### src/rtl/lsu_pkg.sv
// Shared size encodings, FSM state enum and alignment helper for the load/store unit.
// LSU_MISALIGN_TRAP_EN adds the FAULT state used for misaligned-access traps.
package lsu_pkg;

  localparam logic [1:0] SZ_BYTE = 2'b00;
  localparam logic [1:0] SZ_HALF = 2'b01;
  localparam logic [1:0] SZ_WORD = 2'b10;
  localparam logic [1:0] SZ_ILL  = 2'b11;

`ifdef LSU_MISALIGN_TRAP_EN
  typedef enum logic [2:0] {IDLE, READ, CAPTURE, WRITE, FAULT} lsu_state_e;
`else
  typedef enum logic [2:0] {IDLE, READ, CAPTURE, WRITE} lsu_state_e;
`endif

  function automatic logic misaligned(input logic [1:0] size, input logic [1:0] lo);
    case (size)
      SZ_BYTE: return 1'b0;
      SZ_HALF: return lo[0];
      SZ_WORD: return lo != 2'b00;
      default: return 1'b1;
    endcase
  endfunction

endpackage

### src/rtl/lsu_align.sv
// Little-endian lane extraction with zero/sign extension for loads, and
// byte/halfword merge of store data into a read word for read-modify-write.
module lsu_align
  import lsu_pkg::*;
#(
  parameter int WIDTH = 32
) (
  input  logic [1:0]       size_i,
  input  logic             uns_i,
  input  logic [1:0]       lane_i,
  input  logic [WIDTH-1:0] rdata_i,
  input  logic [WIDTH-1:0] wdata_i,
  output logic [WIDTH-1:0] ldata_o,
  output logic [WIDTH-1:0] mdata_o
);

  logic [4:0]       shamt;
  logic [WIDTH-1:0] sh;
  logic [WIDTH-1:0] mask;

  // Addresses are already aligned to the size, so one byte-granular shift serves all sizes.
  assign shamt = {lane_i, 3'b000};
  assign sh    = rdata_i >> shamt;

  always_comb begin
    ldata_o = sh;
    mask    = '1;
    case (size_i)
      SZ_BYTE: begin
        ldata_o = uns_i ? WIDTH'(sh[7:0]) : {{(WIDTH-8){sh[7]}}, sh[7:0]};
        mask    = WIDTH'(8'hFF) << shamt;
      end
      SZ_HALF: begin
        ldata_o = uns_i ? WIDTH'(sh[15:0]) : {{(WIDTH-16){sh[15]}}, sh[15:0]};
        mask    = WIDTH'(16'hFFFF) << shamt;
      end
      default: ;
    endcase
  end

  assign mdata_o = (rdata_i & ~mask) | ((wdata_i << shamt) & mask);

endmodule

### src/rtl/load_store_unit.sv
// Load/store unit bridging core requests to a single-port word BRAM with 1-cycle read latency.
// Define LSU_MISALIGN_TRAP_EN to trap misaligned accesses; otherwise they are force-aligned.
module load_store_unit
  import lsu_pkg::*;
#(
  parameter int WIDTH = 32
) (
  input  logic             clk,
  input  logic             rst,
  input  logic             req_valid,
  output logic             req_ready,
  input  logic             req_we,
  input  logic [1:0]       req_size,
  input  logic             req_unsigned,
  input  logic [WIDTH-1:0] req_addr,
  input  logic [WIDTH-1:0] req_wdata,
  output logic             resp_valid,
  output logic [WIDTH-1:0] resp_rdata,
  output logic             resp_misaligned,
  output logic [WIDTH-1:0] mem_addr,
  output logic [WIDTH-1:0] mem_wdata,
  output logic             mem_we,
  input  logic [WIDTH-1:0] mem_rdata
);

  lsu_state_e       state_q, state_d;
  logic             we_q, uns_q;
  logic [1:0]       size_q;
  logic [WIDTH-1:0] addr_q, word_q, word_d;
  logic [1:0]       size_eff;
  logic [WIDTH-1:0] addr_eff, ld_data, st_word;
  logic             accept, load_done;

  assign accept = req_valid && req_ready;

`ifdef LSU_MISALIGN_TRAP_EN
  assign size_eff = req_size;
  assign addr_eff = req_addr;
`else
  always_comb begin
    size_eff = (req_size == SZ_ILL) ? SZ_WORD : req_size;
    addr_eff = req_addr;
    case (size_eff)
      SZ_HALF: addr_eff[0]   = 1'b0;
      SZ_WORD: addr_eff[1:0] = 2'b00;
      default: ;
    endcase
  end
`endif

  always_ff @(posedge clk or posedge rst) begin
    if (rst) begin
      state_q <= IDLE;
      we_q    <= 1'b0;
      uns_q   <= 1'b0;
      size_q  <= SZ_BYTE;
      addr_q  <= '0;
      word_q  <= '0;
    end else begin
      state_q <= state_d;
      word_q  <= word_d;
      if (accept) begin
        we_q   <= req_we;
        uns_q  <= req_unsigned;
        size_q <= size_eff;
        addr_q <= addr_eff;
      end
    end
  end

  // word_q carries the store data until CAPTURE, then the merged word for WRITE.
  always_comb begin
    word_d = word_q;
    if (accept)
      word_d = req_wdata;
    else if (state_q == CAPTURE && we_q)
      word_d = st_word;
  end

  always_comb begin
    state_d = state_q;
    case (state_q)
      IDLE: begin
        if (req_valid) begin
`ifdef LSU_MISALIGN_TRAP_EN
          if (misaligned(req_size, req_addr[1:0]))
            state_d = FAULT;
          else
`endif
          if (req_we && size_eff == SZ_WORD)
            state_d = WRITE;
          else
            state_d = READ;
        end
      end
      READ:    state_d = CAPTURE;
      CAPTURE: state_d = we_q ? WRITE : IDLE;
      WRITE:   state_d = IDLE;
`ifdef LSU_MISALIGN_TRAP_EN
      FAULT:   state_d = IDLE;
`endif
      default: state_d = IDLE;
    endcase
  end

  lsu_align #(.WIDTH(WIDTH)) u_align (
    .size_i  (size_q),
    .uns_i   (uns_q),
    .lane_i  (addr_q[1:0]),
    .rdata_i (mem_rdata),
    .wdata_i (word_q),
    .ldata_o (ld_data),
    .mdata_o (st_word)
  );

  assign load_done  = (state_q == CAPTURE) && !we_q;
  assign req_ready  = (state_q == IDLE);
  assign mem_we     = (state_q == WRITE);
  assign mem_addr   = addr_q >> 2;
  assign mem_wdata  = word_q;
  assign resp_rdata = load_done ? ld_data : '0;

`ifdef LSU_MISALIGN_TRAP_EN
  assign resp_valid      = load_done || (state_q == WRITE) || (state_q == FAULT);
  assign resp_misaligned = (state_q == FAULT);
`else
  assign resp_valid      = load_done || (state_q == WRITE);
  assign resp_misaligned = 1'b0;
`endif

endmodule

### config.mk
export PLATFORM = sky130hd
export DESIGN_NAME = load_store_unit
export DESIGN_NICKNAME = d
export VERILOG_FILES = /design/src/rtl/lsu_pkg.sv /design/src/rtl/lsu_align.sv /design/src/rtl/load_store_unit.sv
export SDC_FILE = /design/constraint.sdc
export NUM_CORES = 1
export LEC_CHECK = 0
export CAP_MARGIN = 20
export CORE_MARGIN = 5
export CORE_UTILIZATION = 47
export CTS_BUF_LIST = sky130_fd_sc_hd__clkbuf_16
export DETAILED_ROUTE_END_ITERATION = 6
export PLACE_DENSITY = 0.88
export SYNTH_ARGS = -nofsm -noshare
export SYNTH_HDL_FRONTEND = slang
export SYNTH_SLANG_ARGS = --single-unit
### constraint.sdc
create_clock -name clk -period 5.15 [get_ports clk]
set_input_delay 1.545 -clock clk [delete_from_list [all_inputs] [get_ports clk]]
set_output_delay 1.545 -clock clk [all_outputs]
set_load 0.01 [all_outputs]
Word-level counts from Yosys, hierarchy flattened

Cells that the tools add are included.

Register bits after elaboration: 71
Bits of input ports: 103
Output and inout bits: 100
Logic and storage cells: 46

Equality and inequality tests: 8
Shift-type cells: 4
Muxes and demuxes: 14
Bitwise logic cells: 4
Reductions and logical operators: 10

Operator list:

| kind                                               | count |
|---|---|
| 2-to-1 mux 32 bit                                  | 5 |
| one-hot mux 32 bit (2 select lines)                | 2 |
| bitwise AND 32 bit                                 | 2 |
| inverter 32 bit                                    | 1 |
| bitwise OR 32 bit                                  | 1 |
| left shift 16 x 5 -> 32 bit (first input constant) | 1 |
| left shift 32 x 5 -> 32 bit                        | 1 |
| left shift 8 x 5 -> 32 bit (first input constant)  | 1 |
| >> shifter 32 x 5 -> 32 bit                        | 1 |
| one-hot mux 3 bit (3 select lines)                 | 1 |
| == test 3 x 2 -> 1 bit (second input constant)     | 2 |
| 2-to-1 mux 2 bit                                   | 3 |
| == test 2 x 1 -> 1 bit (second input constant)     | 2 |
| == test 2 bit (second input constant)              | 2 |
| logical AND 1 bit                                  | 4 |
| == test 3 x 1 -> 1 bit (second input constant)     | 1 |
| zero test 3 bit                                    | 1 |
| 2-to-1 mux 3 bit                                   | 1 |
| zero test 2 bit                                    | 1 |
| 2-to-1 mux 1 bit                                   | 2 |
| != test 2 bit (second input constant)              | 1 |
| nonzero test 2 bit                                 | 1 |
| OR reduction 2 bit                                 | 1 |
| zero test 1 bit                                    | 1 |
| logical OR 1 bit                                   | 1 |

Longest topological paths before layout

Gate-level depths: netlist of the first run.

Depth in word-level cells: 7
Gate-level depth with buffers: 7

Cells and area by module

From an unflattened synthesis of the first run, not the netlist that was laid out.

Cells, all modules: 481
Area total of the unflattened synthesis: 5230.0 um^2

By module, submodules not included:

| module          | times used | cells an instance | area an instance (um^2) | sequential area each (um^2) |
|---|---|---|---|---|
| load_store_unit | 1          | 268               | 3634.7                  | 1751.7 |
| lsu_align       | 1          | 213               | 1595.3                  | 0.0 |

Worst setup path before layout of the first run

OpenSTA, ideal clock, no wires.

Kind: input to output
Start point: input port mem_rdata[31]
End point: output port resp_rdata[10]
Arrival: 2.613 ns
Required time: 3.605 ns
Slack: 0.992 ns
Stages: 5
Path buffers: 1
Path through: mux2i_1 > mux2_2 > or3_1 > clkbuf_1 > a21oi_1

Word-level cells in the longest chain between the ends: 4

Ends and longest elaborated chain:

| element                             | RTL line               | text |
|---|---|---|
| from (decl)                         | load_store_unit.sv:23  | `input logic [WIDTH-1:0] mem_rdata` |
| >> shifter 32 x 5 -> 32 bit         | lsu_align.sv:23        | `assign sh = rdata_i >> shamt;` |
| 2-to-1 mux 32 bit                   | lsu_align.sv:30        | `ldata_o = uns_i ? WIDTH'(sh[7:0]) : {{(WIDTH-8){sh[7]}}, sh[7:0]};` |
| one-hot mux 32 bit (2 select lines) | lsu_align.sv:28        | `case (size_i)` |
| 2-to-1 mux 32 bit                   | load_store_unit.sv:121 | `assign resp_rdata = load_done ? ld_data : '0;` |
| to (decl)                           | load_store_unit.sv:18  | `output logic [WIDTH-1:0] resp_rdata,` |

Every way passes these cells.

Worst setup path after layout of the first run

Start point: input port mem_rdata[7]
End point: output port resp_rdata[29]

Word-level cells in the longest chain between the ends: 4
Elaborated cells on any way between the ends: 5

Ends and longest elaborated chain:

| element                                 | RTL line |
|---|---|
| >> shifter 32 x 5 -> 32 bit (*)         | lsu_align.sv:23 |
| 2-to-1 mux 32 bit (on tied branches)    | lsu_align.sv:34, lsu_align.sv:30 |
| one-hot mux 32 bit (2 select lines) (*) | lsu_align.sv:28 |
| 2-to-1 mux 32 bit (*)                   | load_store_unit.sv:121 |

Mark *: on every way between the ends. The rest lies on a longest branch, timed or not.

==> results.txt, run 1 <==
----------------------------------------------------
[Clock tree]
  Post-CTS Hold Fix Bufs ... 0
  Maximum level of the CTS H-tree ... 3
  Count of clock tree sinks ... 70
  Maximum buffer depth of the clock tree ... 2
  Clock transition at the registers of the reported paths ... 0.06 ns
  CTS Buf Count ... 9
  Master cell of the clock root buffer ... sky130_fd_sc_hd__clkbuf_16
  Later-pin clock latency in the skew report ... 0.34 ns
  CTS tree ... built

[Critical path]
  Required time worst endpoint ... 3.61 ns
  CP Max Fanout ... 8
  Slowest CP cell ... sky130_fd_sc_hd__clkdlybuf4s50_1
  Crit start category ... input pin
  CP startpoint ... mem_rdata[7]
  Stage delay of the slowest cell on the critical path ... 0.56 ns
  Worst setup slack for register-to-register paths ... 2.75 ns
  Arrival time reported for the critical path endpoint ... 3.52 ns
  Endpoint of the most critical setup path ... resp_rdata[29]
  Category of the most critical setup path ... input pin to output port
  Cell repeated most along the worst path ... sky130_fd_sc_hd__clkdlybuf4s50_1
  FF-to-FF path depth ... 6
  Launch point of the worst reg-to-reg path ... addr_q[0]$_DFFE_PP0P_
  Endpoint class of the critical path ... output port
  Cells along the critical path ... clkdlybuf4s50_1, mux2i_1, mux2_2, mux2_4, o21ai_1, clkdlybuf4s50_1

[STA]
  Final setup violation count ... 0
  Maximum clock frequency ... 0.197 GHz
  Transition time of the tightest slew-check pin ... 0.846 ns
  Unrepaired setup endpoints after global routing ... false
  Tmin final ... 5.07 ns
  Final worst hold slack ... 0.476 ns
  Worst slew margin relative to its limit ... 43.6%
  Pins over their slew limit ... 0
  Worst clock skew ... 0.00944 ns
  Final hold violation count ... 0
  Share of the cycle needed by the critical path after routing ... 98.4%
  Sum Neg Setup Slack ... 0 ns
  Final WS setup ... 0.0833 ns

[Hold path]
  Hold path depth ... 2
  Class of the tightest hold or removal check ... flop to flop
  Startpoint of the most critical hold path ... addr_q[4]$_DFFE_PP0P_

[Global routing]
  Pin count of the biggest net entering global routing ... 86
  Number of global-route vias before repair ... 4756
  Number of antenna violations at the first check in global routing ... 0
  First-pass GRT wire length ... 26000 um
  Global-route usage over all layers ... 28.2%
  Total congestion overflow after global routing ... 0

[Final layout]
  Share of post-route cells with drive strength above 1 ... 9.82%
  Area of all sequential standard cells ... 1750 sq um
  Number of non-filler instances in the completed layout ... 846
  Number of nets in the finished design ... 811
  Final core utilization ... 71.0%
  # diodes ... 0
  Area Overhead vs Synth ... 47.5%
  Fill cell instance count of the final layout ... 744
  Area occupied by multi-input gates ... 2490 sq um

[Logic synthesis]
  Mean instance size in the synthesized netlist ... 8.42 sq um
  Share of synthesized flip-flops with an asynchronous set or reset ... 100%
  Distinct cell type count of the synthesized netlist ... 43
  Warnings, synthesis ... 0
  Part of the Yosys area used for sequential elements ... 37.2%
  Synthesized netlist cell count ... 559
  Mapped Area ... 4700 sq um
  Number of flops mapped to enable cells by yosys ... 0
  Dominant synthesized flop cell ... sky130_fd_sc_hd__dfrtp_1
  Count of state elements after synthesis ... 70

[Routing]
  Drt pass-1 iters ... 5
  Remaining design rule violation count ... 0
  Number of vias after detailed routing ... 4932
  Drt initial violations ... 523
  Wire length per cell ... 20.7 um
  Overall routed net length ... 17500 um
  Count of nets left with antenna violations after detail routing ... 0
  Mean number of vias per cell ... 5.83

[Flow run]
  Number of max-cap violations ... 0

[Power and ir drop]
  Switching Share ... 43.2%
  Total net switching power ... 1.83 mW
  Static Leakage ... 3.19 nW
  Internal cell power ... 2.40 mW
  Power per cell area ... 609 nW/um^2
  Gate power share ... 59.4%
  Reg power frac ... 25.9%
  Worst IR drop on VDD ... 0.313 mV
  Part of the power in the clock network ... 14.7%

[Floorplanning]
  I/O pin count ... 203
  DIE WIDTH ... 110 um
  Die footprint ... 12100 sq um
  Die H ... 110 um
  Area of the core ... 9770 sq um
  Effective utilization at floorplan ... 48.1%
  Number of standard-cell rows in the floorplan ... 36

[Place]
  Total half-perimeter wirelength after legalization and detailed placement ... 12700 um
  Pre-CTS WS ... -0.0642 ns
  Count of buffers inserted at the top-level ports ... 199
  Placed cell count ... 827
  Routability congestion estimate from global placement ... 0.891

[Status]
  Outcome ... completed

----------------------------------------------------
## power groups by stage
stage | combinational [mW] | sequential (mW) | clock [mW]
after floorplan | 1.58 | 1.04 | 0
after global placement | 2.39 | 1.07 | 0
after detailed placement | 2.45 | 1.09 | 0
after CTS | 2.48 | 1.08 | 0.632
after global routing | 2.71 | 1.13 | 0.664
final | 2.51 | 1.09 | 0.622
## cells in the mapped netlist (all sizes together) (2+ instances only)
cell     instances  area (sq um)
nand2          137           514
dfrtp           70          1750
buf             59           392
nor2            36           135
a211oi          30           225
mux2i           26           260
clkbuf          25          93.8
a22oi           24           180
a211o           16           140
a31oi           16           144
o21ai           16          80.1
mux2            10           113
a21oi            9          45.0
nor3             9          45.0
nor4             9          62.6
and2             8          50.1
nor2b            8          50.1
o22ai            8           100
o2bb2ai          8          70.1
o31ai            8          60.1
inv              4          15.0
or3              4          25.0
or2              3          18.8
nand3            2          10.0
nand3b           2          15.0
o21a             2          15.0
or3b             2          17.5
## through the flow
stage | area, sq um | total power, mW
after global placement | 6530 | 3.46
after detailed placement | 6530 | 3.54
after floorplan | 4710 | 2.62
final | 6940 | 4.23
after global routing | 6940 | 4.50
after CTS | 6830 | 4.20
## metal layers
| layer | vias up | wire length (um) | track usage [%] | share of wire (%) |
|---|---|---|---|---|
| met4 | 0 | 583 | 13.6 | 3.3 |
| met1 | 2325 | 6710 | 35.4 | 38 |
| li1 | 2239 | - | - | - |
| met3 | 50 | 2150 | 8.39 | 12 |
| met2 | 318 | 8060 | 44.3 | 46 |
| met5 | - | 0 | 0 | 0 |
## timing repair
action                     in CTS  in global routing
buffers inserted                0                  1
cloned                          0                  1
resized for setup               2                 26
setup endpoints to repair      23                 24
## cell type report
class	count	share of cell area [%]
repair buffers	219	31.9
multi-input cells	404	35.9
clock buffers	9	3.24
inverters	4	0.216
flip-flops and latches	70	25.3
clock inverters	7	1.06
well taps	133	2.40
## cell families after synthesis
group           share of synthesized area [%]
mux                                      7.93
other cells                            0.0797
flops                                    37.2
simple gates                             20.7
buf+inv                                  10.6
compound gates                           23.4
## placed cells by master (no fill, tap or decap), types with 13 or more instances in the layout
| cell type | Yosys | routed |
|---|---|---|
| sky130_fd_sc_hd__o21ai_0 | 14 | 13 |
| sky130_fd_sc_hd__a22oi_1 | 24 | 24 |
| sky130_fd_sc_hd__mux2i_1 | 26 | 26 |
| sky130_fd_sc_hd__buf_4 | 33 | 19 |
| sky130_fd_sc_hd__a211o_1 | 16 | 16 |
| sky130_fd_sc_hd__clkdlybuf4s50_1 | 0 | 176 |
| sky130_fd_sc_hd__nor2_1 | 36 | 36 |
| sky130_fd_sc_hd__nand2_1 | 137 | 137 |
| sky130_fd_sc_hd__a211oi_1 | 30 | 30 |
| sky130_fd_sc_hd__dfrtp_1 | 70 | 69 |
| sky130_fd_sc_hd__dlymetal6s2s_1 | 0 | 23 |
## critical path: cells and delay by family
family,cells,cell delay [ns]
AOI/OAI and AO/OA,1,0.15
buffers and inverters,2,1.08
muxes,3,0.75
## worst min path at each step
stage	to	slack, ns
after global placement	addr_q[7]$_DFFE_PP0P_	0.46
after detailed placement	addr_q[22]$_DFFE_PP0P_	0.47
after CTS	addr_q[4]$_DFFE_PP0P_	0.48
after global routing	addr_q[25]$_DFFE_PP0P_	0.50
final	addr_q[4]$_DFFE_PP0P_	0.48
after floorplan	addr_q[10]$_DFFE_PP0P_	0.45
Power figures use the tool's default switching activity.
==> inputs of run 2 (changes only) <==
CTS_CLUSTER_DIAMETER = 50   (was default)
SETUP_SLACK_MARGIN = 0.5   (was default)
==> run 2 against run 1 <==
First-iteration DRC count grew 5.9%. Via count fell by 0.16%. Clock power about the same. Clock skew increased by 0.0010 ns. Largest cell class unchanged. Final cell count down 0.12%. Global-route usage rose by 0.37 points. Die area is the same. Combinational power barely moved. Fmax is 11% higher. Wire length barely moved. Count of clock-buffer cells in the layout unchanged. Non-clock buffer count down 1. Critical path type unchanged.
==> results.txt, run 2 (synthesized netlist as in run 1, its figures left out) <==
----------------------------------------------------
[Hold path]
  Hold path depth ... 2 (unchanged)
  Startpoint of the most critical hold path ... addr_q[4]$_DFFE_PP0P_ (unchanged)
  Class of the tightest hold or removal check ... flop to flop (unchanged)
  End point of the worst hold path ... addr_q[4]$_DFFE_PP0P_ (unchanged)

[STA]
  Final hold violation count ... 0 (unchanged)
  Sum Neg Setup Slack ... 0 ns (unchanged)
  Share of the cycle needed by the critical path after routing ... 88.8% (was 98.4%)
  Maximum clock frequency ... 0.219 GHz (was 0.197 GHz)
  Worst slew margin relative to its limit ... 43.6% (about the same)
  Final setup violation count ... 0 (unchanged)
  Unrepaired setup endpoints after global routing ... false (unchanged)
  Transition time of the tightest slew-check pin ... 0.846 ns (about the same)
  Worst clock skew ... 0.0105 ns (was 0.00944 ns)
  Final WS setup ... 0.577 ns (was 0.0833 ns)
  Tmin final ... 4.57 ns (was 5.07 ns)
  Pins over their slew limit ... 0 (unchanged)

[Global routing]
  Number of global-route vias before repair ... 4848 (was 4756)
  Pin count of the biggest net entering global routing ... 86 (unchanged)
  Number of antenna violations at the first check in global routing ... 0 (unchanged)
  Total congestion overflow after global routing ... 0 (unchanged)
  Global-route usage over all layers ... 28.6% (was 28.2%)
  First-pass GRT wire length ... 26400 um (was 26000 um)

[Clock tree]
  Post-CTS Hold Fix Bufs ... 0 (unchanged)
  Clock transition at the registers of the reported paths ... 0.06 ns (about the same)
  Maximum buffer depth of the clock tree ... 2 (unchanged)
  Maximum level of the CTS H-tree ... 3 (unchanged)
  CTS tree ... built (unchanged)
  CTS Buf Count ... 9 (unchanged)
  Later-pin clock latency in the skew report ... 0.34 ns (about the same)
  Count of clock tree sinks ... 70 (unchanged)
  Master cell of the clock root buffer ... sky130_fd_sc_hd__clkbuf_16 (unchanged)
  Buffers inserted during post-CTS setup optimization ... 0 (unchanged)

[Critical path]
  Arrival time reported for the critical path endpoint ... 3.03 ns (was 3.52 ns)
  Launch point of the worst reg-to-reg path ... addr_q[0]$_DFFE_PP0P_ (unchanged)
  CP Max Fanout ... 2 (was 8)
  Cells along the critical path ... clkdlybuf4s50_1, mux2i_1, nor2_1, o21ai_0, a21oi_2, buf_2 (was clkdlybuf4s50_1, mux2i_1, mux2_2, mux2_4, o21ai_1, clkdlybuf4s50_1)
  Category of the most critical setup path ... input pin to output port (unchanged)
  Slowest CP cell ... sky130_fd_sc_hd__clkdlybuf4s50_1 (unchanged)
  Required time worst endpoint ... 3.61 ns (about the same)
  Stage delay of the slowest cell on the critical path ... 0.50 ns (was 0.56 ns)
  CP startpoint ... mem_rdata[12] (was mem_rdata[7])
  Crit start category ... input pin (unchanged)
  FF-to-FF path depth ... 6 (unchanged)
  Endpoint class of the critical path ... output port (unchanged)
  Worst setup slack for register-to-register paths ... 2.72 ns (was 2.75 ns)

[Status]
  Outcome ... completed (unchanged)

[Floorplanning]
  Die footprint ... 12100 sq um (unchanged)
  DIE WIDTH ... 110 um (unchanged)
  I/O pin count ... 203 (unchanged)
  Number of standard-cell rows in the floorplan ... 36 (unchanged)
  Area of the core ... 9770 sq um (unchanged)
  Die H ... 110 um (unchanged)
  Effective utilization at floorplan ... 48.1% (unchanged)

[Routing]
  Number of vias after detailed routing ... 4924 (was 4932)
  Drt initial violations ... 554 (was 523)
  Mean number of vias per cell ... 5.83 (about the same)
  Drt pass-1 iters ... 5 (unchanged)
  Count of nets left with antenna violations after detail routing ... 0 (unchanged)
  Remaining design rule violation count ... 0 (unchanged)
  Overall routed net length ... 17500 um (about the same)
  Wire length per cell ... 20.7 um (about the same)

[Final layout]
  Number of nets in the finished design ... 810 (was 811)
  # diodes ... 0 (unchanged)
  Final core utilization ... 69.7% (was 71.0%)
  Commonest cells after routing, fill and taps aside ... 162 x sky130_fd_sc_hd__clkdlybuf4s50_1, 137 x sky130_fd_sc_hd__nand2_1, 69 x sky130_fd_sc_hd__dfrtp_1 (was 176 x sky130_fd_sc_hd__clkdlybuf4s50_1, 137 x sky130_fd_sc_hd__nand2_1, 69 x sky130_fd_sc_hd__dfrtp_1)
  Area Overhead vs Synth ... 44.8% (was 47.5%)
  Most common library cell in the layout ignoring fill and taps ... sky130_fd_sc_hd__clkdlybuf4s50_1 (unchanged)
  Share of post-route cells with drive strength above 1 ... 14.5% (was 9.82%)

[Place]
  Total half-perimeter wirelength after legalization and detailed placement ... 12700 um (unchanged)
  Count of buffers inserted at the top-level ports ... 199 (unchanged)
  Routability congestion estimate from global placement ... 0.891 (unchanged)
  Pre-CTS WS ... -0.0642 ns (unchanged)

[Power and ir drop]
  Worst IR drop on VDD ... 0.313 mV (about the same)
  Static Leakage ... 2.95 nW (was 3.19 nW)
  Power per cell area ... 616 nW/um^2 (was 609 nW/um^2)

[Flow run]
  Number of max-cap violations ... 0 (unchanged)

----------------------------------------------------
-- run 2: changes by cell type in the layout (fill, tap and decap cells not counted), moves of 3 or more --
| cell | before | now |
|---|---|---|
| sky130_fd_sc_hd__a211oi_1 | 30 | 27 |
| sky130_fd_sc_hd__a211oi_2 | 0 | 3 |
| sky130_fd_sc_hd__a21oi_1 | 9 | 3 |
| sky130_fd_sc_hd__a21oi_2 | 0 | 6 |
| sky130_fd_sc_hd__buf_2 | 0 | 24 |
| sky130_fd_sc_hd__clkdlybuf4s50_1 | 176 | 162 |
| sky130_fd_sc_hd__dlygate4sd2_1 | 0 | 6 |
| sky130_fd_sc_hd__dlymetal6s2s_1 | 23 | 7 |
-- run 2: power breakdown --
group          total, mW  internal, mW  switching [mW]
Clock              0.625         0.377           0.248
Combinational       2.48          1.16            1.32
Sequential          1.10         0.818           0.278
Total               4.20          2.35            1.85
-- run 2: final cells by class --
class / instances / area (sq um)
fillers: 784 / 2960
multi-input cells: 404 / 2540
repair buffers: 218 / 2040
flip-flops and latches: 70 / 1750
clock buffers: 9 / 225
well taps: 133 / 166
clock inverters: 7 / 73.8
inverters: 4 / 15.0
-- run 2: worst max path at each step --
stage                endpoint  slack [ns]  cells after the start
6_report       resp_rdata[12]        0.58                      6
5_1_grt        resp_rdata[12]        0.52                      6
4_1_cts         resp_rdata[6]        0.43                      5
3_5_place_dp   resp_rdata[10]       -0.06                      6
3_3_place_gp   resp_rdata[14]       -0.01                      6
2_1_floorplan  resp_rdata[10]        0.99                      5
-- run 2: what timing repair did --
| item | in CTS | in global routing |
|---|---|---|
| pin swaps | 5 | 3 |
| gates cloned | 1 | 0 |
| resized for setup | 113 | 14 |
| hold endpoints to repair | 0 | 0 |
| setup endpoints to repair | 31 | 29 |
-- run 2: metrics by stage --
stage | instances | instance area [sq um] | hold slack, ns | total power, mW
after global routing | 845 | 6810 | 0.497 | 4.47
after global placement | 827 | 6530 | 0.458 | 3.46
final | 845 | 6810 | 0.476 | 4.20
after detailed placement | 827 | 6530 | 0.466 | 3.54
after floorplan | 561 | 4710 | 0.447 | 2.62
after CTS | 844 | 6750 | 0.482 | 4.17
-- run 2: per-layer routing --
metal  track usage, %  up-vias  routed length, um
met5                0        -                  0
met4             13.9        0                643
met3             8.91       56               2120
met2             45.4      315               8000
met1             35.2     2317               6730
li1                 -     2236                  -
-- run 2: worst max-delay path, delay by kind of cell --
family / cells / cell delay [ns]
AOI/OAI and AO/OA: 2 / 0.49
buffers and inverters: 2 / 0.68
and+or+nand+nor: 1 / 0.06
muxes: 1 / 0.25
==> inputs of run 3 (changes only) <==
ABC_AREA = 1   (was default)
CORE_UTILIZATION = 48   (was 47)
==> run 3 against run 2 <==
Register-to-register slack worse by 0.12 ns. Design area up 2.9%. Sequential cell count stayed put. Hold slack improved by 0.0039 ns. First-iteration DRC count fell by 4.7%. Synthesized cell count grew 36%. Clock skew down 0.0024 ns. Global-route usage down 2.0 points. Highest routed layer unchanged.
==> results.txt, run 3 <==
----------------------------------------------------
[STA]
  Share of the cycle needed by the critical path after routing ... 91.4% (was 88.8%)
  Transition time of the tightest slew-check pin ... 1.04 ns (was 0.846 ns)
  Pins over their slew limit ... 0 (unchanged)
  Unrepaired setup endpoints after global routing ... true (was false)
  Final hold violation count ... 0 (unchanged)
  Sum Neg Setup Slack ... 0 ns (unchanged)
  Worst slew margin relative to its limit ... 30.9% (was 43.6%)
  Final WS setup ... 0.442 ns (was 0.577 ns)
  Tmin final ... 4.71 ns (was 4.57 ns)
  Worst clock skew ... 0.00811 ns (was 0.0105 ns)
  Maximum clock frequency ... 0.212 GHz (was 0.219 GHz)
  Final setup violation count ... 0 (unchanged)

[Logic synthesis]
  Distinct cell type count of the synthesized netlist ... 28 (was 43)
  Number of flops mapped to enable cells by yosys ... 0 (unchanged)
  Cell types occupying the most area after synthesis ... sky130_fd_sc_hd__dfrtp_1 35%, sky130_fd_sc_hd__nand2_1 22%, sky130_fd_sc_hd__nand3_1 7.9% (was sky130_fd_sc_hd__dfrtp_1 37%, sky130_fd_sc_hd__nand2_1 11%, sky130_fd_sc_hd__mux2i_1 5.5%)
  Synthesized netlist cell count ... 760 (was 559)
  Mapped Area ... 5010 sq um (was 4700 sq um)
  Warnings, synthesis ... 0 (unchanged)
  Count of state elements after synthesis ... 70 (unchanged)
  Most common cell in the synthesized netlist ... sky130_fd_sc_hd__nand2_1 (unchanged)
  Most frequent cells after synthesis ... 298 x sky130_fd_sc_hd__nand2_1, 79 x sky130_fd_sc_hd__nand3_1, 70 x sky130_fd_sc_hd__dfrtp_1, 65 x sky130_fd_sc_hd__o21ai_0, 47 x sky130_fd_sc_hd__nor2_1 (was 137 x sky130_fd_sc_hd__nand2_1, 70 x sky130_fd_sc_hd__dfrtp_1, 36 x sky130_fd_sc_hd__nor2_1, 33 x sky130_fd_sc_hd__buf_4, 30 x sky130_fd_sc_hd__a211oi_1)
  Share of synthesized flip-flops with an asynchronous set or reset ... 100% (unchanged)
  Dominant synthesized flop cell ... sky130_fd_sc_hd__dfrtp_1 (unchanged)
  Area share of the largest cell type after synthesis ... 34.9% (was 37.2%)
  Mean instance size in the synthesized netlist ... 6.60 sq um (was 8.42 sq um)
  Biggest area consumer among synthesized cells ... sky130_fd_sc_hd__dfrtp_1 (unchanged)
  Part of the Yosys area used for sequential elements ... 34.9% (was 37.2%)

[Clock tree]
  Maximum buffer depth of the clock tree ... 2 (unchanged)
  Post-CTS Hold Fix Bufs ... 0 (unchanged)
  Later-pin clock latency in the skew report ... 0.34 ns (about the same)
  Maximum level of the CTS H-tree ... 3 (unchanged)
  CTS Buf Count ... 9 (unchanged)
  Count of clock tree sinks ... 70 (unchanged)
  Master cell of the clock root buffer ... sky130_fd_sc_hd__clkbuf_16 (unchanged)
  CTS tree ... built (unchanged)
  Clock transition at the registers of the reported paths ... 0.07 ns (was 0.06 ns)

[Global routing]
  Global-route usage over all layers ... 26.6% (was 28.6%)
  Number of global-route vias before repair ... 5064 (was 4848)
  First-pass GRT wire length ... 26900 um (was 26400 um)
  Pin count of the biggest net entering global routing ... 73 (was 86)
  Number of antenna violations at the first check in global routing ... 1 (was 0)
  Total congestion overflow after global routing ... 0 (unchanged)

[Routing]
  Mean number of vias per cell ... 5.28 (was 5.83)
  Overall routed net length ... 17300 um (was 17500 um)
  Remaining design rule violation count ... 0 (unchanged)
  Wire length per cell ... 16.6 um (was 20.7 um)
  Count of nets left with antenna violations after detail routing ... 0 (unchanged)
  Number of vias after detailed routing ... 5495 (was 4924)
  Drt pass-1 iters ... 5 (unchanged)
  Drt initial violations ... 528 (was 554)

[Final layout]
  Share of post-route cells with drive strength above 1 ... 8.30% (was 14.5%)
  Number of nets in the finished design ... 1002 (was 810)
  Commonest cells after routing, fill and taps aside ... 298 x sky130_fd_sc_hd__nand2_1, 164 x sky130_fd_sc_hd__clkdlybuf4s50_1, 78 x sky130_fd_sc_hd__nand3_1 (was 162 x sky130_fd_sc_hd__clkdlybuf4s50_1, 137 x sky130_fd_sc_hd__nand2_1, 69 x sky130_fd_sc_hd__dfrtp_1)
  Most common library cell in the layout ignoring fill and taps ... sky130_fd_sc_hd__nand2_1 (was sky130_fd_sc_hd__clkdlybuf4s50_1)
  Fill cell instance count of the final layout ... 914 (was 784)
  Area Overhead vs Synth ... 39.9% (was 44.8%)

[Critical path]
  Required time worst endpoint ... 3.61 ns (about the same)
  Crit start category ... input pin (unchanged)
  FF-to-FF path depth ... 6 (unchanged)
  Arrival time reported for the critical path endpoint ... 3.16 ns (was 3.03 ns)
  Category of the most critical setup path ... input pin to output port (unchanged)
  CP Max Fanout ... 3 (was 2)
  Endpoint class of the critical path ... output port (unchanged)

[Power and ir drop]
  Power per cell area ... 605 nW/um^2 (was 616 nW/um^2)
  Static Leakage ... 3.56 nW (was 2.95 nW)
  Worst IR drop on VDD ... 0.457 mV (was 0.313 mV)
  PnR Total Power ... 4.24 mW (was 4.20 mW)

[Place]
  Pre-CTS WS ... 0.104 ns (was -0.0642 ns)
  Total half-perimeter wirelength after legalization and detailed placement ... 12700 um (about the same)
  Count of buffers inserted at the top-level ports ... 199 (unchanged)
  Routability congestion estimate from global placement ... 1.02 (was 0.891)

[Floorplanning]
  Effective utilization at floorplan ... 48.8% (was 48.1%)
  Die footprint ... 12600 sq um (was 12100 sq um)
  DIE WIDTH ... 112 um (was 110 um)
  Die H ... 112 um (was 110 um)
  I/O pin count ... 203 (unchanged)
  Area of the core ... 10300 sq um (was 9770 sq um)
  Number of standard-cell rows in the floorplan ... 37 (was 36)

[Hold path]
  Class of the tightest hold or removal check ... flop to flop (unchanged)
  Hold path depth ... 2 (unchanged)

[Status]
  Outcome ... completed (unchanged)

[Flow run]
  Number of max-cap violations ... 0 (unchanged)

----------------------------------------------------
==> run 3: repair_timing <==
item | CTS | global route
endpoints found under the setup margin | 32 | 23
setup buffers | 2 | 1
pin swaps | 1 | 1
gates resized for setup | 41 | 35
==> run 3: logic make-up after synthesis <==
group,Yosys count,synth area share [%]
and+or+nand+nor,458,39.4
DFF,70,34.9
other,1,0.0748
buffers and inverters,118,13.3
AOI/OAI and AO/OA,113,12.3
==> run 3: stage by stage <==
stage               hold slack (ns)  instance area, sq um  std cells  util, %
floorplan                     0.450                  5020        762        -
global placement              0.462                  6690       1021     65.1
detailed placement            0.464                  6690       1021     65.1
CTS                           0.482                  7000       1039     68.1
global route                  0.504                  7010       1041     68.2
finish                        0.480                  7010       1041     68.2
==> run 3: final timing paths <==
check / startpoint / endpoint / slack [ns]
setup / recovery: mem_rdata[25] / resp_rdata[1] / 0.44
hold / removal: addr_q[7]$_DFFE_PP0P_ / addr_q[7]$_DFFE_PP0P_ / 0.48
setup reg to reg: addr_q[0]$_DFFE_PP0P_ / flop / 2.60
hold reg to reg: addr_q[7]$_DFFE_PP0P_ / addr_q[7]$_DFFE_PP0P_ / 0.48
max in group asynchronous: rst / async pin / 2.50
min in group asynchronous: rst / state_q[0]$_DFFE_PP0P_ / 1.68
==> run 3: layout make-up <==
type,instances,area [sq um],area share [%]
multi-input cells,574,2650,37.7
diodes,1,2.50,0.0357
inverters,37,141,2.02
repair buffers,207,2010,28.7
clock inverters,7,61.3,0.875
well taps,136,170,2.43
clock buffers,9,225,3.21
flip-flops and latches,70,1750,25.0
==> run 3: where the power goes <==
group / switching (mW) / total [mW] / internal [mW]
Combinational: 1.53 / 2.59 / 1.06
Sequential: 0.230 / 1.05 / 0.818
Clock: 0.271 / 0.607 / 0.336
==> run 3: per-layer routing <==
metal	share of wire (%)	wire length (um)	vias to the layer above	global-route usage, %
li1	-	-	2704	-
met1	40	6900	2472	34.4
met2	47	8040	282	43.0
met3	11	1830	37	7.39
met4	2.9	495	0	9.13
met5	0	0	-	0
==> run 3: worst max-delay path: stages <==
cell	delay, ns
sky130_fd_sc_hd__clkdlybuf4s50_1	0.50
sky130_fd_sc_hd__inv_1	0.09
sky130_fd_sc_hd__o21ai_2	0.17
sky130_fd_sc_hd__o21ai_0	0.11
sky130_fd_sc_hd__a31oi_1	0.18
sky130_fd_sc_hd__clkdlybuf4s50_1	0.57
